`src/rtl/mem_access_unit.sv`:
```
// Load/store initiator between the MEM stage and a word-wide, big-endian data memory; SB/SH via read-modify-write.
// Latency from accept edge: error -> resp same edge, load/SW -> 1 strobe cycle then resp, SB/SH -> read, write, then resp.
// Backpressure: req_ready is high only in IDLE; one request in flight, request inputs ignored while busy.
module mem_access_unit #(
    parameter int ADDR_W = 32
) (
    input  logic              clk,
    input  logic              rst,
    input  logic              req_valid,
    output logic              req_ready,
    input  logic [3:0]        req_op,
    input  logic [ADDR_W-1:0] req_addr,
    input  logic [31:0]       req_wdata,
    output logic              resp_valid,
    output logic [31:0]       resp_rdata,
    output logic              resp_err,
    output logic [ADDR_W-1:0] mem_addr,
    output logic [31:0]       mem_wdata,
    output logic              mem_read,
    output logic              mem_write,
    input  logic [31:0]       mem_rdata
);

    typedef enum logic [2:0] {IDLE, RD, WR, RMW_RD, RMW_WR, RESP} state_t;

    localparam logic [3:0] OP_LB  = 4'b0000;
    localparam logic [3:0] OP_LH  = 4'b0001;
    localparam logic [3:0] OP_LW  = 4'b0011;
    localparam logic [3:0] OP_LBU = 4'b0100;
    localparam logic [3:0] OP_LHU = 4'b0101;
    localparam logic [3:0] OP_SB  = 4'b1000;
    localparam logic [3:0] OP_SH  = 4'b1001;
    localparam logic [3:0] OP_SW  = 4'b1011;

    state_t            state, state_d;
    logic [3:0]        op_q, op_d;
    logic [1:0]        off_q, off_d;
    logic [15:0]       wd_q, wd_d;
    logic              req_ready_d, resp_valid_d, resp_err_d, mem_read_d, mem_write_d;
    logic [31:0]       resp_rdata_d, mem_wdata_d;
    logic [ADDR_W-1:0] mem_addr_d;

    function automatic logic op_legal(input logic [3:0] op);
        case (op)
            OP_LB, OP_LH, OP_LW, OP_LBU, OP_LHU, OP_SB, OP_SH, OP_SW: return 1'b1;
            default: return 1'b0;
        endcase
    endfunction

    function automatic logic misaligned(input logic [3:0] op, input logic [1:0] off);
        case (op)
            OP_LH, OP_LHU, OP_SH: return off[0];
            OP_LW, OP_SW:         return (off != 2'b00);
            default:              return 1'b0;
        endcase
    endfunction

    function automatic logic is_load(input logic [3:0] op);
        return (op == OP_LB) || (op == OP_LH) || (op == OP_LW) || (op == OP_LBU) || (op == OP_LHU);
    endfunction

    // Byte at offset 0 lives on [31:24] (big-endian lanes).
    function automatic logic [31:0] load_extract(input logic [3:0] op, input logic [1:0] off,
                                                 input logic [31:0] rd);
        logic [7:0]  b;
        logic [15:0] h;
        case (off)
            2'd0:    b = rd[31:24];
            2'd1:    b = rd[23:16];
            2'd2:    b = rd[15:8];
            default: b = rd[7:0];
        endcase
        h = off[1] ? rd[15:0] : rd[31:16];
        case (op)
            OP_LB:   return {{24{b[7]}}, b};
            OP_LBU:  return {24'd0, b};
            OP_LH:   return {{16{h[15]}}, h};
            OP_LHU:  return {16'd0, h};
            default: return rd;
        endcase
    endfunction

    // Overlay the store byte/half onto the word just read; other lanes are preserved.
    function automatic logic [31:0] store_merge(input logic [3:0] op, input logic [1:0] off,
                                                input logic [31:0] rd, input logic [15:0] wd);
        logic [31:0] m;
        m = rd;
        if (op == OP_SH) begin
            if (off[1]) m[15:0]  = wd;
            else        m[31:16] = wd;
        end else begin
            case (off)
                2'd0:    m[31:24] = wd[7:0];
                2'd1:    m[23:16] = wd[7:0];
                2'd2:    m[15:8]  = wd[7:0];
                default: m[7:0]   = wd[7:0];
            endcase
        end
        return m;
    endfunction

    // State and registered outputs; reset drops any in-flight transaction.
    always_ff @(posedge clk) begin
        if (rst) begin
            state      <= IDLE;
            op_q       <= '0;
            off_q      <= '0;
            wd_q       <= '0;
            req_ready  <= 1'b1;
            resp_valid <= 1'b0;
            resp_err   <= 1'b0;
            resp_rdata <= '0;
            mem_addr   <= '0;
            mem_wdata  <= '0;
            mem_read   <= 1'b0;
            mem_write  <= 1'b0;
        end else begin
            state      <= state_d;
            op_q       <= op_d;
            off_q      <= off_d;
            wd_q       <= wd_d;
            req_ready  <= req_ready_d;
            resp_valid <= resp_valid_d;
            resp_err   <= resp_err_d;
            resp_rdata <= resp_rdata_d;
            mem_addr   <= mem_addr_d;
            mem_wdata  <= mem_wdata_d;
            mem_read   <= mem_read_d;
            mem_write  <= mem_write_d;
        end
    end

    // Next state and the next value of every registered output.
    always_comb begin
        state_d      = state;
        op_d         = op_q;
        off_d        = off_q;
        wd_d         = wd_q;
        resp_valid_d = 1'b0;
        resp_err_d   = 1'b0;
        resp_rdata_d = '0;
        mem_addr_d   = mem_addr;
        mem_wdata_d  = mem_wdata;
        mem_read_d   = 1'b0;
        mem_write_d  = 1'b0;
        case (state)
            IDLE: begin
                if (req_valid) begin
                    op_d  = req_op;
                    off_d = req_addr[1:0];
                    wd_d  = req_wdata[15:0];
                    if (!op_legal(req_op) || misaligned(req_op, req_addr[1:0])) begin
                        state_d      = RESP;
                        resp_valid_d = 1'b1;
                        resp_err_d   = 1'b1;
                    end else begin
                        mem_addr_d = {req_addr[ADDR_W-1:2], 2'b00};
                        if (is_load(req_op)) begin
                            state_d    = RD;
                            mem_read_d = 1'b1;
                        end else if (req_op == OP_SW) begin
                            state_d     = WR;
                            mem_write_d = 1'b1;
                            mem_wdata_d = req_wdata;
                        end else begin
                            state_d    = RMW_RD;
                            mem_read_d = 1'b1;
                        end
                    end
                end
            end
            RD: begin
                state_d      = RESP;
                resp_valid_d = 1'b1;
                resp_rdata_d = load_extract(op_q, off_q, mem_rdata);
            end
            WR: begin
                state_d      = RESP;
                resp_valid_d = 1'b1;
            end
            RMW_RD: begin
                state_d     = RMW_WR;
                mem_write_d = 1'b1;
                mem_wdata_d = store_merge(op_q, off_q, mem_rdata, wd_q);
            end
            RMW_WR: begin
                state_d      = RESP;
                resp_valid_d = 1'b1;
            end
            default: begin
                state_d = IDLE;
            end
        endcase
        req_ready_d = (state_d == IDLE);
    end

endmodule

```
`config.mk`:
```
export PLATFORM = sky130hd
export DESIGN_NAME = mem_access_unit
export DESIGN_NICKNAME = d
export VERILOG_FILES = /design/src/rtl/mem_access_unit.sv
export SDC_FILE = /design/constraint.sdc
export NUM_CORES = 1
export LEC_CHECK = 0
export BUFFER_PORTS_ARGS = -buffer_cell sky130_fd_sc_hd__buf_2
export CORE_UTILIZATION = 53
export CTS_BUF_LIST = sky130_fd_sc_hd__clkbuf_16
export DETAILED_ROUTE_END_ITERATION = 16
export GPL_TIMING_DRIVEN = 0
export PLACE_DENSITY = 0.85
export SYNTH_ARGS = -nofsm -noshare
export SYNTH_HDL_FRONTEND = slang
export SYNTH_SLANG_ARGS = --single-unit
export TNS_END_PERCENT = 1
```
`constraint.sdc`:
```
create_clock -name clk -period 4.94 [get_ports clk]
set_input_delay 0.741 -clock clk [delete_from_list [all_inputs] [get_ports clk]]
set_output_delay 0.741 -clock clk [all_outputs]
set_load 0.1 [all_outputs]
```
Yosys cells after proc, flatten, opt, wreduce, memory -nomap -nowiden

Memories as Yosys holds them, arrays and structs flattened.
Cells that the tools add are included.

Equality and inequality tests: 20
Multiplexer cells: 35
Bitwise operators: 4
Reductions and logical operators: 23

Operators with widths:

| kind                                                | count |
|---|---|
| two-way mux 32 bit                                  | 5 |
| one-hot mux 32 bit (4 select lines)                 | 1 |
| one-hot mux 32 bit (2 select lines)                 | 1 |
| two-way mux 16 bit                                  | 3 |
| two-way mux 8 bit                                   | 4 |
| one-hot mux 8 bit (3 select lines)                  | 1 |
| equality test 4 x 3 -> 1 bit, second input constant | 4 |
| two-way mux 1 bit                                   | 13 |
| equality test 4 bit, second input constant          | 3 |
| one-hot mux 3 bit (3 select lines)                  | 1 |
| OR reduction 3 bit                                  | 3 |
| equality test 4 x 1 -> 1 bit, second input constant | 2 |
| zero test 4 bit                                     | 2 |
| != test 2 bit, second input constant                | 4 |
| equality test 3 x 2 -> 1 bit, second input constant | 2 |
| zero test 3 bit                                     | 2 |
| two-way mux 3 bit                                   | 2 |
| one-hot mux 1 bit (2 select lines)                  | 3 |
| OR reduction 2 bit                                  | 3 |
| logical OR 1 bit                                    | 5 |
| AND reduction 5 bit                                 | 1 |
| equality test 4 x 2 -> 1 bit, second input constant | 1 |
| NOT 1 bit                                           | 4 |
| nonzero test 2 bit                                  | 2 |
| 10 further kinds                                    | 10 |

Register bits: 124
ROM bits: 16
Input bits: 103
Output and inout port bits: 101
Logic and storage cells: 95
Memories kept: 1

Memories:

| name             | depth | bits a word | read ports | clocked after Yosys merged registers in | wr ports | line | text |
|---|---|---|---|---|---|---|---|
| (name not given) | 16    | 1           | 1          | 0                                       | 0        | 44   | `case (op)` |

Longest topological paths before layout

Depth in word-level cells: 10
Depth in mapped cells: 7

Worst setup path before layout

OpenSTA, ideal clock, no wires.

Kind: in2reg
Start: in rst
End: reg resp_rdata[16]
Library setup time: 57 ps
Data arrival time: 2,127 ps
Path slack: 2,756 ps
Stages on the path: 5
Path buffers: 2
Path through: clkbuf_1 -> or4b_1 -> a211oi_2 -> buf_6 -> a21o_1

Longest elaborated chain between the ends: 1

RTL lines:

| what                         | line | text |
|---|---|---|
| from (decl)                  | 8    | `input logic rst,` |
| OR reduction 2 bit (no line) | -    |  |
| to (signal assigned)         | 125  | `resp_rdata <= resp_rdata_d;` |
| to (decl)                    | 15   | `output logic [31:0] resp_rdata,` |

Every way passes these cells.
A chain may end at the register's enable or synchronous reset.

Final worst setup path

Start: reg state[0]
End: reg resp_rdata[5]

Longest elaborated chain between the ends: 3

RTL lines:

| what                         | line | text |
|---|---|---|
| from (decl)                  | 35   | `state_t state, state_d;` |
| from (signal assigned)       | 118  | `state <= state_d;` |
| equality test 3 x 1 -> 1 bit | 146  | `case (state)` |
| NOT 1 bit (no line)          | -    |  |
| OR reduction 2 bit (no line) | -    |  |

Every way passes these cells.

==> results.md <==
* Status: finished clean
* EDFF count, synth at 0
* Root Driver: clkbuf_16
* Hold Vio Cnt, Final at 0
* Clk Latency, worst-skew pair at 410 ps
* Longest Clk Path Bufs at 2
* H-Tree Depth at 4
* Dpl hpwl at 13,100 um
* P&R area growth vs syn at 33.4%
* Ys Warns at 0
* Critical path type: flop to flop
* Total gr overflow at 0
* Hold Buf Count CTS at 0
* Routed WL at 17,900 um
* Leading cell type in the layout, fill and taps excluded: buf_2
* Fin nets at 926
* CTS clk-pin slew, worst paths at 60 ps
* Rows at 36
* Pin count of the biggest net entering global routing at 17
* DR DRC count at 0
* Max_cap viols at 0
* Unrepaired setup endpoints after global routing: no
* CTS sink count at 124
* Post-Syn Area per Cell at 9.05 um2
* Place WS at 2310 ps
* Yosys top cell area share at 45.5%
* Slew HR at 24.2%
* Routed length per instance at 18.5 um
* Main synth FF type: dfxtp_1
* Final period util at 48.6%
* Top post-synthesis cells by area: dfxtp_1 (45%), a21oi_1 (6.7%), o21ai_0 (5.7%), mux2i_1 (5.0%), o22ai_1 (4.6%)
* Measured slew at the worst slew-check pin at 1120 ps
* Setup Buffers After CTS at 0
* Register bit count reported by yosys at 124
* Fraction of layout cells with a size suffix above 1 at 32.9%
* I/O Buffers at 200
* Fin. max-slew vios at 0
* Area after DPL at 6630 um2
* Post-synth top area cell: dfxtp_1
* First-pass GRT wire length at 26,800 um
* Vias at 5,787
* Via-to-Cell Ratio at 5.97
* Seq. cell area at 2480 um2
* Vias in the first global route at 5,296
* Design Area, Final at 7280 um2
* Asr flop ratio synth at 0%
* Num CTS Buffers at 17
* Fin Hold WS at 453 ps
* CTS tree: yes
* Final setup vio count at 0
* CP startpoint kind: flop
* Cell count after synthesis at 603
* Crit. End Element: flop
* Most frequent cells in the layout: buf_2 (202), dfxtp_1 (124), a21oi_1 (73)
* Critical path fanouts, max at 10
* Min Tclk post-route at 2400 ps
* Total track usage at 33.4%
* Hold Path Class: flop to flop
* Die outline width at 103 um
* Skew final at 7.84 ps
* PostCTS Resize Cnt at 0
* Post-synth cell types at 51
* Cells on Worst Hold Path at 2
* FILL cells at 762
* Antenna Nets Post-Route at 0
* Max Clk Rate at 416 MHz
* IO Pins at 204
* Setup TNS at 0 ps
* Peak supply drop at 232 uV
* Die area at 10,700 um2
* Initial antenna violation count at 1
* Area of the multi-input gates at 2690 um2
* Worst Reg-to-Reg Cells at 5
* Starting Density at 55.3%
* Leakage at 3.34 nW
* Core area at 9860 um2
* Seq/Total Area, Yosys at 45.5%
* Drt pass-1 iters at 5
* Worst setup slack after layout at 2540 ps
* DR iter-0 viols at 370
* Power per cell area at 414 nW/um2
* Critical path data arrival time at 2730 ps
* Worst path required time at 5260 ps
* Cell area after synthesis at 5460 um2
* Die H at 103 um
* Gpl congestion at 0.881
[routing by layer]
metal | part of all wire (%) | global-route usage, %
met1 | 40 | 41.3
met2 | 47 | 55.1
met3 | 9.2 | 8.27
met4 | 3.2 | 15.2
met5 | 0 | 0
[worst max-delay path: stages, from the launching register on]
cell and delay (ps):
dfxtp_1 420, buf_2 250, nor4b_1 920, buf_1 380
o21ai_0 150, a211oi_1 190
[layout make-up]
cell class,instances,share of cell area [%]
antenna,1,0.0344
buffer,53,3.49
clock buffer,17,5.84
clock inverter,15,3.04
inverter,10,0.516
multi-input combinational,417,36.9
sequential,124,34.1
tap,133,2.29
timing repair buffer,200,13.8
[stage by stage]
step / util (%) / power, mW / cells
finish: 73.8 / 3.01 / 970
global route: 73.8 / 3.10 / 970
CTS: 73.8 / 3.01 / 969
detailed placement: 67.2 / 1.66 / 937
global placement: 67.2 / 1.66 / 937
floorplan: - / 1.51 / 604
[synthesized netlist by cell type (3+ instances only)]
cell type and number:
clkbuf_1 40, o21ai_1 3, o22ai_1 40, a22oi_1 16, mux2_2 7, nor3_2 10, mux4_2 7, a21o_1 16
o21ai_0 62, a21oi_1 73, buf_4 4, dfxtp_1 124, nand2_1 48, buf_6 5, a211oi_1 7, nor3_1 17
nand3_1 31, nor2_1 14, mux2i_1 27, inv_1 9
[final timing paths]
kind / start / end / slack (ps)
worst min register to register: wd_q[9] / wd_q[9] / 450
worst max register to register: state[0] / resp_rdata[5] / 2540
worst max-delay path: state[0] / resp_rdata[5] / 2540
worst min-delay path: wd_q[9] / wd_q[9] / 450
[cell families (layout without fill, tap and decap cells)]
group / after synthesis / in the layout / share of synthesized area, %
other: 1 / 3 / 0.0687
DFF: 124 / 124 / 45.5
buffers and inverters: 63 / 295 / 5.34
and+or+nand+nor: 143 / 143 / 14.6
AOI/OAI and AO/OA: 231 / 231 / 25.2
muxes: 41 / 41 / 9.28
[registers in the layout (all words and copies together), names as in the netlist, 2 cells and up]
register and flops:
state 3, mem_wdata 32, op_q 4, mem_addr 30
wd_q 16, resp_rdata 32, off_q 2
[power breakdown]
part | internal, mW | switching [mW]
combinational | 0.146 | 0.440
clock | 0.895 | 0.464
sequential | 1.04 | 0.0241
total | 2.09 | 0.927
No activity file was read; power rests on OpenSTA's default activity.
